==> src/rtl/uengine_pkg.sv <==
// Shared definitions for the SPI-driving microengines: frame layout, register map,
// and the job-issuing state encoding.
package uengine_pkg;

    // 32-bit SPI frame: {rw, chip[2:0], engine[3:0], regaddr[7:0], data[15:0]}
    localparam int unsigned SPI_FRAME_W    = 32;
    localparam int unsigned SPI_RW_BIT     = 31;
    localparam int unsigned SPI_CHIP_LSB   = 28;
    localparam int unsigned SPI_ENGINE_LSB = 24;
    localparam int unsigned SPI_ADDR_LSB   = 16;
    localparam int unsigned SPI_DATA_LSB   = 0;

    localparam logic SPI_RW_WRITE = 1'b0;
    localparam logic SPI_RW_READ  = 1'b1;

    // Engine register map
    localparam logic [7:0]  REG_CTRL     = 8'h00;
    localparam logic [7:0]  REG_BASE     = 8'h01;
    localparam logic [7:0]  REG_NONCE_LO = 8'h20;
    localparam logic [7:0]  REG_NONCE_HI = 8'h21;
    localparam logic [15:0] CTRL_START   = 16'h0001;

    typedef enum logic [4:0] {
        StIdle,
        StInit,
        StSelect,
        StFetch,
        StFetchWait,
        StLoad,
        StSendLo,
        StWaitLo,
        StSendHi,
        StWaitHi,
        StSendNlo,
        StWaitNlo,
        StSendNhi,
        StWaitNhi,
        StSendCtrl,
        StWaitCtrl,
        StDone
    } job_state_e;

    function automatic logic is_send_state(input job_state_e s);
        return s inside {StSendLo, StSendHi, StSendNlo, StSendNhi, StSendCtrl};
    endfunction

    function automatic logic is_wait_state(input job_state_e s);
        return s inside {StWaitLo, StWaitHi, StWaitNlo, StWaitNhi, StWaitCtrl};
    endfunction

endpackage

==> src/rtl/spi_frame_builder.sv <==
// Combinational assembly of one 32-bit SPI register-access frame.
module spi_frame_builder
    import uengine_pkg::*;
(
    input  logic                   rw_i,
    input  logic [2:0]             chip_i,
    input  logic [3:0]             engine_i,
    input  logic [7:0]             addr_i,
    input  logic [15:0]            data_i,
    output logic [SPI_FRAME_W-1:0] frame_o
);

    // Place each field at its shared bit position.
    always_comb begin
        frame_o                         = '0;
        frame_o[SPI_RW_BIT]             = rw_i;
        frame_o[SPI_CHIP_LSB +: 3]      = chip_i;
        frame_o[SPI_ENGINE_LSB +: 4]    = engine_i;
        frame_o[SPI_ADDR_LSB +: 8]      = addr_i;
        frame_o[SPI_DATA_LSB +: 16]     = data_i;
    end

endmodule

==> src/rtl/uengine_job_issuing.sv <==
// Job-issuing microengine: streams one job from the job RAM into every enabled engine
// of a chip, then seeds each engine's nonce and starts it.
module uengine_job_issuing
    import uengine_pkg::*;
#(
    parameter int unsigned JOB_WORDS = 11,
    parameter int unsigned TIMEOUT   = 1024
) (
    input  logic        SysClock,
    input  logic        SysReset_n,
    input  logic        ModuleStart,
    output logic        ModuleDone,
    output logic        ModuleError,
    output logic        Busy,
    input  logic [15:0] EngineMap,
    input  logic [2:0]  ActualChipIndex,
    output logic [31:0] SPI_TX,
    output logic        SPI_START,
    input  logic        SPI_DONE,
    output logic [8:0]  Memory_Address,
    input  logic [31:0] Memory_ReadData,
    input  logic [8:0]  Memory_Address_To_Start_Reading,
    output logic [4:0]  EnginesIssued
);

    localparam int unsigned WordW = (JOB_WORDS > 1) ? $clog2(JOB_WORDS) : 1;
    localparam int unsigned WdW   = (TIMEOUT > 2) ? $clog2(TIMEOUT) : 1;
    localparam logic [WordW-1:0] LastWord = WordW'(JOB_WORDS - 1);
    localparam logic [WdW-1:0]   WdMax    = WdW'(TIMEOUT - 1);

    job_state_e       state_q, state_d;
    logic [15:0]      map_q, map_d;
    logic [2:0]       chip_q, chip_d;
    logic [8:0]       base_q, base_d;
    logic [3:0]       engine_q, engine_d;
    logic [WordW-1:0] word_q, word_d;
    logic [31:0]      hold_q, hold_d;
    logic [8:0]       mem_addr_q, mem_addr_d;
    logic [4:0]       issued_q, issued_d;
    logic             err_q, err_d;
    logic [WdW-1:0]   wdog_q, wdog_d;
    logic [31:0]      spi_tx_q, spi_tx_d;

    logic [7:0]       word_addr;
    logic [7:0]       frame_addr;
    logic [15:0]      frame_data;
    logic [31:0]      frame;
    logic             wdog_expired;

    assign word_addr    = REG_BASE + (8'(word_q) << 1);
    assign wdog_expired = (wdog_q == WdMax);

    // Next-state, datapath updates and watchdog.
    always_comb begin
        state_d    = state_q;
        map_d      = map_q;
        chip_d     = chip_q;
        base_d     = base_q;
        engine_d   = engine_q;
        word_d     = word_q;
        hold_d     = hold_q;
        mem_addr_d = mem_addr_q;
        issued_d   = issued_q;
        err_d      = err_q;
        wdog_d     = wdog_q;

        if (is_send_state(state_q)) begin
            wdog_d = '0;
        end else if (is_wait_state(state_q)) begin
            wdog_d = wdog_q + 1'b1;
        end

        unique case (state_q)
            StIdle: begin
                if (ModuleStart) state_d = StInit;
            end
            StInit: begin
                map_d    = EngineMap;
                chip_d   = ActualChipIndex;
                base_d   = Memory_Address_To_Start_Reading;
                engine_d = '0;
                word_d   = '0;
                issued_d = '0;
                err_d    = 1'b0;
                state_d  = StSelect;
            end
            StSelect: begin
                if (map_q == '0) begin
                    state_d = StDone;
                end else if (!map_q[engine_q]) begin
                    engine_d = engine_q + 4'd1;
                end else begin
                    word_d  = '0;
                    state_d = StFetch;
                end
            end
            StFetch: begin
                mem_addr_d = base_q + 9'(word_q);
                state_d    = StFetchWait;
            end
            StFetchWait: state_d = StLoad;
            StLoad: begin
                hold_d  = Memory_ReadData;
                state_d = StSendLo;
            end
            StSendLo:   state_d = StWaitLo;
            StSendHi:   state_d = StWaitHi;
            StSendNlo:  state_d = StWaitNlo;
            StSendNhi:  state_d = StWaitNhi;
            StSendCtrl: state_d = StWaitCtrl;
            StWaitLo, StWaitHi, StWaitNlo, StWaitNhi, StWaitCtrl: begin
                // A DONE in the final watchdog cycle still counts as success.
                if (SPI_DONE) begin
                    unique case (state_q)
                        StWaitLo:  state_d = StSendHi;
                        StWaitHi: begin
                            if (word_q == LastWord) begin
                                state_d = StSendNlo;
                            end else begin
                                word_d  = word_q + 1'b1;
                                state_d = StFetch;
                            end
                        end
                        StWaitNlo: state_d = StSendNhi;
                        StWaitNhi: state_d = StSendCtrl;
                        default: begin
                            issued_d         = issued_q + 5'd1;
                            map_d[engine_q]  = 1'b0;
                            state_d          = StSelect;
                        end
                    endcase
                end else if (wdog_expired) begin
                    err_d   = 1'b1;
                    state_d = StDone;
                end
            end
            StDone:  state_d = StIdle;
            default: state_d = StIdle;
        endcase
    end

    // Select the frame for the SEND state about to be entered so SPI_TX is already
    // registered when SPI_START rises.
    always_comb begin
        frame_addr = '0;
        frame_data = '0;
        spi_tx_d   = spi_tx_q;
        case (state_d)
            StSendLo: begin
                frame_addr = word_addr;
                frame_data = hold_d[15:0];
            end
            StSendHi: begin
                frame_addr = word_addr + 8'd1;
                frame_data = hold_q[31:16];
            end
            StSendNlo: begin
                frame_addr = REG_NONCE_LO;
                frame_data = 16'h0000;
            end
            StSendNhi: begin
                frame_addr = REG_NONCE_HI;
                frame_data = {engine_q, 12'h000};
            end
            StSendCtrl: begin
                frame_addr = REG_CTRL;
                frame_data = CTRL_START;
            end
            default: ;
        endcase
        if (is_send_state(state_d)) spi_tx_d = frame;
    end

    spi_frame_builder u_frame (
        .rw_i     (SPI_RW_WRITE),
        .chip_i   (chip_q),
        .engine_i (engine_q),
        .addr_i   (frame_addr),
        .data_i   (frame_data),
        .frame_o  (frame)
    );

    // State and datapath registers.
    always_ff @(posedge SysClock or negedge SysReset_n) begin
        if (!SysReset_n) begin
            state_q    <= StIdle;
            map_q      <= '0;
            chip_q     <= '0;
            base_q     <= '0;
            engine_q   <= '0;
            word_q     <= '0;
            hold_q     <= '0;
            mem_addr_q <= '0;
            issued_q   <= '0;
            err_q      <= 1'b0;
            wdog_q     <= '0;
            spi_tx_q   <= '0;
        end else begin
            state_q    <= state_d;
            map_q      <= map_d;
            chip_q     <= chip_d;
            base_q     <= base_d;
            engine_q   <= engine_d;
            word_q     <= word_d;
            hold_q     <= hold_d;
            mem_addr_q <= mem_addr_d;
            issued_q   <= issued_d;
            err_q      <= err_d;
            wdog_q     <= wdog_d;
            spi_tx_q   <= spi_tx_d;
        end
    end

    assign SPI_TX         = spi_tx_q;
    assign SPI_START      = is_send_state(state_q);
    assign Memory_Address = mem_addr_q;
    assign EnginesIssued  = issued_q;
    assign Busy           = (state_q != StIdle);
    assign ModuleDone     = (state_q == StDone);
    assign ModuleError    = (state_q == StDone) && err_q;

endmodule

==> config.mk <==
export PLATFORM = sky130hd
export DESIGN_NAME = uengine_job_issuing
export DESIGN_NICKNAME = d
export VERILOG_FILES = /design/src/rtl/uengine_pkg.sv /design/src/rtl/spi_frame_builder.sv /design/src/rtl/uengine_job_issuing.sv
export SDC_FILE = /design/constraint.sdc
export NUM_CORES = 1
export LEC_CHECK = 0
export ABC_CLOCK_PERIOD_IN_PS = 5300
export CORE_ASPECT_RATIO = 1.2
export CORE_MARGIN = 2
export CORE_UTILIZATION = 55
export CTS_CLUSTER_SIZE = 12
export DETAILED_ROUTE_END_ITERATION = 8
export PLACE_DENSITY = 0.87
export SETUP_SLACK_MARGIN = 0.05
export SLEW_MARGIN = 20
export SYNTH_ARGS = -nofsm -noshare
export SYNTH_HDL_FRONTEND = slang
export SYNTH_SLANG_ARGS = --single-unit
==> constraint.sdc <==
create_clock -name SysClock -period 5.3 [get_ports SysClock]
set_input_delay 1.06 -clock SysClock [delete_from_list [all_inputs] [get_ports SysClock]]
set_output_delay 1.06 -clock SysClock [all_outputs]
set_load 0.02 [all_outputs]
==> impl_metrics.yaml <==
grt:
  grt_use_met1_pct: 32.5
  overflow: 0
  grt_pass1_vias: 4394
  grt_pass1_wl_um: 20800
  grt_max_degree: 74
  grtUsageMet3_pct: 3.90
  track_usage_pct: 24.4
  top_usage_layer: "met2"
  use_met2_pct: 40.0
  antenna_found_initial: 0
setup_path:
  path_cells: "clkdlybuf4s50_1 -> inv_1 -> nor4b_2 -> a21oi_1 -> and4_4 -> a21oi_4 -> mux2_2"
  cp.buffers_inverters: 2
  cp.required_ps: 5530
  crit_path_start_kind: "input port"
  critPathMaxFanout: 27
  endpoint_kind: "flip-flop"
  worstSetupPathType: "input port to flip-flop"
  crit_arrival_ps: 3810
  path_delay_family: "simple AND/OR/NAND/NOR gates"
  crit_path_max_incr_delay_ps: 650
  cp_slowest_cell: "a21oi_4"
floorplan:
  start_util_pct: 55.9
  fp.dieArea_um2: 10900
  num_rows: 40
  io-pin-count: 114
  die_w_um: 95.6
  core_um2: 9910
  fp.dieH_um: 114
run_status:
  status: "finished, final reports clean"
placed_design:
  hpwl_um: 8780
  port_buffers: 110
  place_ws_ps: 1370
  routabilityCongestion: 0.899
cts:
  cts.sinks: 111
  h-tree-depth: 3
  cts_buffers: 9
  root_buffer: "clkbuf_16"
  cts_resized: 0
  cts_buffer_depth: 2
  clk_pin_slew_ps: 70
  cts_tree: "yes"
  holdBufCountCts: 0
  cts_setup_buffers: 0
  clk_latency_ps: 350
sta:
  hold_viol_final: 0
  finalSetupTns_ps: 0
  drv_slew: 0
  setup_viol: 0
  grt_setup_unrepaired: "no"
  min_period_over_period_pct: 67.6
  max_clock_freq_mhz: 279
  min_period_ps: 3580
  finClkSkew_ps: 7.80
  max-slew-margin-rel_pct: 33.4
  worst_pin_slew_ps: 992
  worst_slack_ps: 1720
  fin_hold_ws_ps: 482
pwr:
  totalPowerFinal_mw: 3.22
  powerDensity_nw_per_um2: 462
  netSwitchingFraction_pct: 35.0
  p_int_mw: 2.09
  peakVddDrop_mv: 0.305
  power_frac_seq_pct: 42.7
  p_clk_share_pct: 21.3
  p_leak_nw: 2.99
  combinationalPowerShare_pct: 36.0
  p_sw_mw: 1.13
yosys:
  ys_top_cells_by_count: "dfrtp_1, nand2_1, nor2_1"
  synth_area_leaders: "dfrtp_1, nand2_1, mux2_2, a221o_1, nor2_1"
  synth.top_cell.area_share_pct: 50.2
  syn-instance-count: 547
  async_flop_share_pct: 100
  yosys.area.top_type: "dfrtp_1"
  synth_edf_count: 0
  yosysWarnings: 0
  yosysUniqueCellTypes: 61
  avgSynthCellArea_um2: 10.1
  yosysSeqAreaShare_pct: 50.2
  synth_most_common_cell: "dfrtp_1"
  synth_seq_cells: 111
  synthFlopType: "dfrtp_1"
  synth_area_um2: 5540
route:
  first_pass_iters: 4
  drc: 0
  ant_nets: 0
  vias_per_cell: 5.70
  wire_per_inst_um: 16.3
  vias: 4399
  drtIter0Drc: 259
  wl_um: 12600
layout:
  diodes: 0
  syn2layout_area_growth_pct: 25.7
  finalNetCount: 718
  layout-drive-gt1-share_pct: 9.60
worst_hold_path:
  hold_class: "flip-flop to flip-flop"
flow_run:
  max_cap_viol_count: 0
-- power by group through the flow --
stage	Combinational (mW)	Clock (mW)	Sequential [mW]
floorplan	0.646	0	1.43
global placement	1.12	0	1.37
detailed placement	1.16	0	1.39
CTS	1.16	0.696	1.37
global route	1.26	0.739	1.41
finish	1.16	0.686	1.37
-- state kept, by name, indices dropped and copies added, names as in the netlist, 4 cells and up --
signal,flops
EnginesIssued,5
Memory_Address,9
SPI_TX,29
base_q,9
engine_q,4
hold_q,16
map_q,16
state_q,5
wdog_q,10
word_q,4
-- worst register-to-register path, stage by stage (launching register included) --
cell	delay (ps)
dfrtp_1	730
a21oi_1	230
or3_1	480
o32a_1	230
o22ai_1	170
a21bo_2	270
a21oi_4	650
mux2_2	410
-- stage by stage --
step                cell area [µm²]  utilization [%]  std cells
global placement               6660             67.2        756
finish                         6960             70.3        772
global route                   6960             70.3        772
detailed placement             6660             67.2        756
CTS                            6960             70.3        772
floorplan                      5540                -        549
-- cell usage in the layout, fill, tap and decap left out, types with 5 or more instances in the layout --
cell type / instances
dfrtp_1: 111
clkdlybuf4s50_1: 109
nand2_1: 78
nor2_1: 48
o21ai_0: 33
a21oi_1: 28
nand3_1: 21
a221o_1: 19
mux2_2: 19
inv_1: 16
xor2_1: 15
and2_1: 13
nand4_1: 12
ha_1: 12
nor3_1: 9
clkbuf_16: 9
buf_4: 8
xnor2_1: 7
nor2b_1: 6
a22o_1: 5
-- routing by layer --
metal,up-vias,wire (µm)
li1,2117,-
met3,16,675
met4,0,250
met1,2116,5350
met5,-,0
met2,150,6340
-- worst paths after layout --
check                           startpoint                 to  slack (ps)  cells after the start
min in group asynchronous       SysReset_n  Memory_Address[7]         840                      1
worst min register to register  hold_q[16]         hold_q[16]         480                      2
max in group asynchronous       SysReset_n          base_q[1]        3420                      2
worst max register to register  state_q[2]         SPI_TX[28]        2020                      7
worst max-delay path              SPI_DONE         SPI_TX[28]        1720                      7
worst min-delay path            hold_q[16]         hold_q[16]         480                      2
-- kinds of logic (layout without fill, tap and decap cells) --
kind of cell               Yosys count  after routing  share of synthesized area (%)
adders and majority gates           13             13                           3.07
AOI/OAI and AO/OA                  110            110                           13.5
buffers and inverters               52            149                           4.90
and+or+nand+nor                    213            213                           18.5
xor gates and xnor gates            22             22                           3.48
muxes                               25             25                           6.28
other                                1              3                         0.0677
DFF                                111            111                           50.2
-- area by class of cell --
cell class	count	area (µm²)
multi-input cells	386	2510
fillers	756	2950
inverters	16	60.1
clock inverters	7	80.1
clock buffers	9	225
well taps	126	158
repair buffers	117	1150
flip-flops and latches	111	2780
Power figures use the tool's default switching activity.
==> patch 1, RTL diff (same settings) <==
Register the output `EnginesIssued` once more, with the module's reset; this adds one clock of latency there. The other outputs are not delayed to match.
--- a/src/rtl/uengine_job_issuing.sv
+++ b/src/rtl/uengine_job_issuing.sv
@@ -214,7 +214,13 @@
     assign SPI_TX         = spi_tx_q;
     assign SPI_START      = is_send_state(state_q);
     assign Memory_Address = mem_addr_q;
-    assign EnginesIssued  = issued_q;
+    always_ff @(posedge SysClock or negedge SysReset_n) begin
+        if (!SysReset_n) begin
+            EnginesIssued <= '0;
+        end else begin
+            EnginesIssued <= issued_q;
+        end
+    end
     assign Busy           = (state_q != StIdle);
     assign ModuleDone     = (state_q == StDone);
     assign ModuleError    = (state_q == StDone) && err_q;
Function: no difference found for any inputs over 4 cycles, from zero or initial values and one cycle with SysReset_n low; that may be too few to reach the edited logic, so the function may still have changed.
==> patch 1 against the original RTL <==
Via count is 13% higher; sequential cell count is 6 higher; power is 43% higher; area after synthesis is 5.8% higher; final area is 9.6% higher; clock power is 79% higher; setup slack worse by 0.0065 ns; routed wire length is 23% higher; critical path type is now flop to output pin; largest cell class unchanged.
==> patch 1: results (changes against the original RTL) <==
Global routing
  • Largest net degree at the start of global routing: 72 (-2.7%)
  • First-pass GRT wire length: 25.30 mm (+22%)
  • Initial antenna violation count: 0 (unchanged)
  • Vias in the first global route: 5162 (+17%)
  • GRT Total Usage: 0.2802 (+0.03636)

Cells and area
  • N_diodes: 0 (unchanged)
  • Max FFs per register: 29 (unchanged)
  • FILL cells: 690 (-8.7%)
  • Layout cells sized above 1: 0.1496 (+0.05365)
  • Nets@finish: 741 (+3.2%)

STA
  • Clock Skew: 0.008464 ns (+0.0006594 ns)
  • Worst rel slew slack: 0.4103 (+0.07649)

Critical path
  • Arrival time worst endpoint: 2.53 ns (-1.28 ns)
  • R2R Setup Slk: 2.16 ns (+0.14 ns)
  • Crit Path Max Fanout: 19 (-30%)
  • RR Startpoint: state_q[3]
  • Reg-to-reg endpoint: SPI_TX[3]
  • Reg2Reg Depth: 6 (-1)

Clock network
  • CTS buffer count: 17 (+8)
  • H-Tree Depth: 4 (+1)
  • Clock root cell: clkbuf_16
  • Clk_lat worst skew: 0.42 ns (+0.07 ns)
  • Clock-pin slew on the worst setup and hold paths: 0.05 ns (-0.02 ns)
  • Post-cts resize count: 0 (unchanged)
  • Longest Clk Path Bufs: 2 (unchanged)
  • Total setup buffers inserted after CTS: 0 (unchanged)

Yosys
  • Synth area leaders: dfrtp_1 50%, nand2_1 5.3%, mux2_2 3.7%, o21ai_0 3.0%, ha_1 2.6%
  • Post-synth cell types: 72 (+18%)
  • Seq/Total Area, Yosys: 0.4999 (-0.001802)
  • Asr flop ratio synth: 1.000 (unchanged)
  • Avg Cell Area, Syn: 10.46 µm² (+3.3%)
  • Top cells by count, synth: 117 x dfrtp_1, 82 x nand2_1, 39 x nor2_1
  • YS warnings: 0 (unchanged)

Placement
  • Routability Congestion: 0.8615 (-4.2%)
  • Pre-CTS setup slack: 1.488 ns (+0.1146 ns)
  • DP HPWL: 9.862 mm (+12%)
  • Port Buffers: 110 (unchanged)
  • Cell total after placement: 774 (+2.4%)

Drt
  • DR WL/cell: 19.26 µm (+18%)
  • Met2 wire len: 7.985 mm (+26%)
  • Top sig layer: met4
  • First-pass detailed-route iteration total: 5 (+1)
  • Detailed Route WL: 15.48 mm (+23%)
  • Vias: 4955 (+13%)
  • Metal-1 WL: 5.790 mm (+8.3%)
  • Initial drt markers: 412 (+59%)
  • Metal3 WL: 949 µm (+41%)

Power
  • LEAKAGE: 3.273 nW (+9.3%)
  • Worst vdd ir: 0.2221 mV (-27%)

Run status
  • Status: completed

Hold path
  • Hold Path End: EnginesIssued[4]
  • Hold Path Origin: issued_q[4]
  • Hold path depth: 0 (-2)
  • Worst min path class: flop to flop
==> patch 1: cell types whose count changed after synthesis, moves of 4 or more <==
cell	change
a221o_2	+9
nor2_1	-9
nor3_1	-4
dfrtp_1	+6
a22o_1	-4
nand2_1	+4
nand3b_1	+5
a221o_1	-7
inv_1	-4
==> patch 1: worst max path at each step <==
stage	endpoint	depth (start not counted)	slack, ns	start
after floorplan	SPI_TX[6]	7	2.58	SPI_DONE
after global placement	SPI_TX[6]	7	1.65	SPI_DONE
after global routing	SPI_TX[3]	7	1.55	SPI_DONE
after detailed placement	SPI_TX[4]	7	1.49	SPI_DONE
after CTS	SPI_START	4	1.77	state_q[2]
final	SPI_START	4	1.71	state_q[2]
==> patch 1: per-layer routing <==
metal,track usage,vias up
li1,-,2214
met1,0.3229,2439
met2,0.4790,227
met3,0.07720,75
met4,0.1562,0
met5,0,-
==> patch 1: logic make-up (layout without fill, tap and decap cells) <==
group,count (synthesis),count (layout),synth area share
compound gates,115,115,0.1412
other cells,1,3,0.0006403
mux,24,24,0.05576
flops,117,117,0.4999
fa+ha+maj,13,13,0.02905
simple gates,227,227,0.2087
buf+inv,46,159,0.03931
xor+xnor,17,17,0.02542
==> patch 1: worst max-delay path, cell delays in order, from the launching register on <==
cell,delay (ns)
dfrtp_1,0.81
a21oi_4,0.14
nor3_1,0.29
buf_4,0.24
clkdlybuf4s50_1,0.62
==> patch 1: stage by stage <==
step | power (mW) | utilization | hold WS, ns | instance area [µm²]
after global placement | 3.221 | 0.6689 | 0.3798 | 7000
after global routing | 4.839 | 0.7293 | 0.4345 | 7632
final | 4.604 | 0.7293 | 0.4146 | 7632
after CTS | 4.595 | 0.7293 | 0.4227 | 7632
after detailed placement | 3.312 | 0.6689 | 0.4030 | 7000
after floorplan | 2.709 | - | 0.3718 | 5864
==> patch 1: report_power, final <==
part / total (mW) / internal, mW / switching [mW]
logic: 1.83 / 0.846 / 0.979
clock network: 1.23 / 0.829 / 0.398
registers: 1.55 / 1.23 / 0.322
total: 4.60 / 2.90 / 1.70
==> patch 1: final cells by class <==
class,instances,area [µm²],area share
clock buffer,22,484.2,0.06344
sequential,117,2928,0.3836
multi-input combinational,399,2715,0.3557
timing repair buffer,117,1151,0.1508
inverter,12,45.04,0.005902
clock inverter,8,147.6,0.01934
tap,129,161.4,0.02115
==> patch 2, RTL diff (same settings) <==
Made on the original files. Change the parameter `TIMEOUT` from 1024 to 512.
--- a/src/rtl/uengine_job_issuing.sv
+++ b/src/rtl/uengine_job_issuing.sv
@@ -4,7 +4,7 @@
     import uengine_pkg::*;
 #(
     parameter int unsigned JOB_WORDS = 11,
-    parameter int unsigned TIMEOUT   = 1024
+    parameter int unsigned TIMEOUT   = 512
 ) (
     input  logic        SysClock,
     input  logic        SysReset_n,
Behaviour: no difference found for any inputs over 4 cycles, from zero or initial values and one cycle with SysReset_n low; that may be too few to reach the edited logic, so the function may still have changed.
==> patch 2 against the original RTL <==
Count of clock-buffer cells in the layout increased by 2; fmax shrank 0.49%; hold slack worse by 0.0026 ns; combinational power rose by 41%; clock power grew 8.5%; power grew 20%; sequential cell count stayed put; register-to-register slack better by 0.63 ns; area after synthesis decreased by 1.6%; sequential power increased by 7%; setup slack got worse by 0.018 ns; final area is 1.0% lower; utilization grew 1.8 points; routed wire length increased by 1.5%; critical path type is now flop to output pin.
==> patch 2: results (changes against the original RTL) <==
Run status
  • Status: completed

Global routing
  • First-pass GRT wire length: 21.49 mm (+3.2%)
  • Initial antenna violation count: 0 (unchanged)
  • GRT Total Usage: 0.2562 (+0.01231)
  • Largest net degree at the start of global routing: 61 (-18%)

Cells and area
  • Nets@finish: 716 (-0.28%)
  • Non-clock buffer count: 116 (-0.85%)
  • FILL cells: 746 (-1.3%)
  • Count of non-CTS inverters in the layout: 12 (-4)
  • Clock buffer count: 11 (+2)
  • Area of the multi-input gates: 2439 µm² (-2.8%)
  • Multi-input combinational cell count: 388 (+0.52%)
  • Seq cells: 111 (unchanged)
  • Data buffer area share: 0.1659 (+0.0005929)
  • Layout cells sized above 1: 0.09176 (-0.004218)
  • Sequential fraction of total cell area: 0.4030 (+0.004057)

Critical path
  • Crit Path Max Fanout: 13 (-52%)
  • Arrival time worst endpoint: 2.54 ns (-1.27 ns)

Yosys
  • Seq/Total Area, Yosys: 0.5099 (+0.008181)
  • Synth area leaders: dfrtp_1 51%, nand2_1 5.9%, o21ai_0 4.5%, mux2_2 3.5%, ha_1 3.0%
  • Avg Cell Area, Syn: 9.978 µm² (-1.4%)
  • Post-synth cell types: 53 (-13%)
  • Post-synthesis mux area share: 0.06316 (+0.0003355)
  • Post-synthesis xor/xnor area fraction: 0.02572 (-0.009079)
  • Post-synthesis compound-gate area fraction: 0.1390 (+0.004037)
  • Area share of fa/ha/maj cells after synthesis: 0.03353 (+0.002798)

Placement
  • Routability Congestion: 0.8514 (-5.3%)
  • DP HPWL: 8.952 mm (+2.0%)
  • Pre-CTS setup slack: 1.858 ns (+0.4854 ns)

Power
  • P_sw: 1.493 mW (+33%)
  • Combinational share of power: 0.424 (+0.064)
  • Seq pwr share: 0.383 (-0.044)
  • LEAKAGE: 3.014 nW (+0.69%)

Drt
  • Initial drt markers: 376 (+45%)
  • DR WL/cell: 16.72 µm (+2.3%)

STA
  • Clock Skew: 0.004419 ns (-0.003386 ns)
  • Worst slew pin tran: 0.8590 ns (-0.1327 ns)

Clock network
  • Post-cts resize count: 0 (unchanged)
## patch 2: per-stage QoR
| step | hold WS [ns] | total power, mW | std cells |
|---|---|---|---|
| floorplan | 0.4414 | 2.541 | 548 |
| global placement | 0.4591 | 3.022 | 750 |
| detailed placement | 0.4663 | 3.100 | 750 |
| CTS | 0.4826 | 3.854 | 766 |
| global route | 0.5077 | 4.095 | 766 |
| finish | 0.4792 | 3.851 | 766 |
## patch 2: cell families (layout without fill, tap and decap cells)
| family | Yosys count | count (layout) |
|---|---|---|
| multiplexers | 26 | 26 |
| buffers and inverters | 49 | 144 |
| AND/OR/NAND/NOR | 209 | 209 |
| XOR/XNOR | 16 | 16 |
| AO/OA/AOI/OAI | 120 | 120 |
| flip-flops | 111 | 111 |
| adder cells (fa/ha/maj) | 14 | 14 |
| other | 1 | 3 |
## patch 2: metal layers
| metal | vias up | part of all wire | track usage |
|---|---|---|---|
| met4 | 0 | 0.019 | 0.09952 |
| li1 | 2082 | - | - |
| met1 | 2150 | 0.42 | 0.3359 |
| met5 | - | 0 | 0 |
| met3 | 17 | 0.056 | 0.03928 |
| met2 | 159 | 0.50 | 0.4284 |
## patch 2: path summary, 6_finish.rpt
kind / startpoint / to / slack (ns) / cells after the start
min reg2reg: hold_q[29] / hold_q[29] / 0.48 / 2
max in group asynchronous: SysReset_n / hold_q[21] / 3.42 / 2
min in group asynchronous: SysReset_n / map_q[0] / 0.72 / 1
max: state_q[1] / SPI_START / 1.70 / 3
min: hold_q[29] / hold_q[29] / 0.48 / 2
max reg2reg: state_q[2] / chip_q[0] / 2.65 / 4
## patch 2: critical path: stages, from the launching register on
cell	delay, ns
dfrtp_1	0.58
a21oi_1	0.19
nor3_1	0.67
clkdlybuf4s50_1	0.75
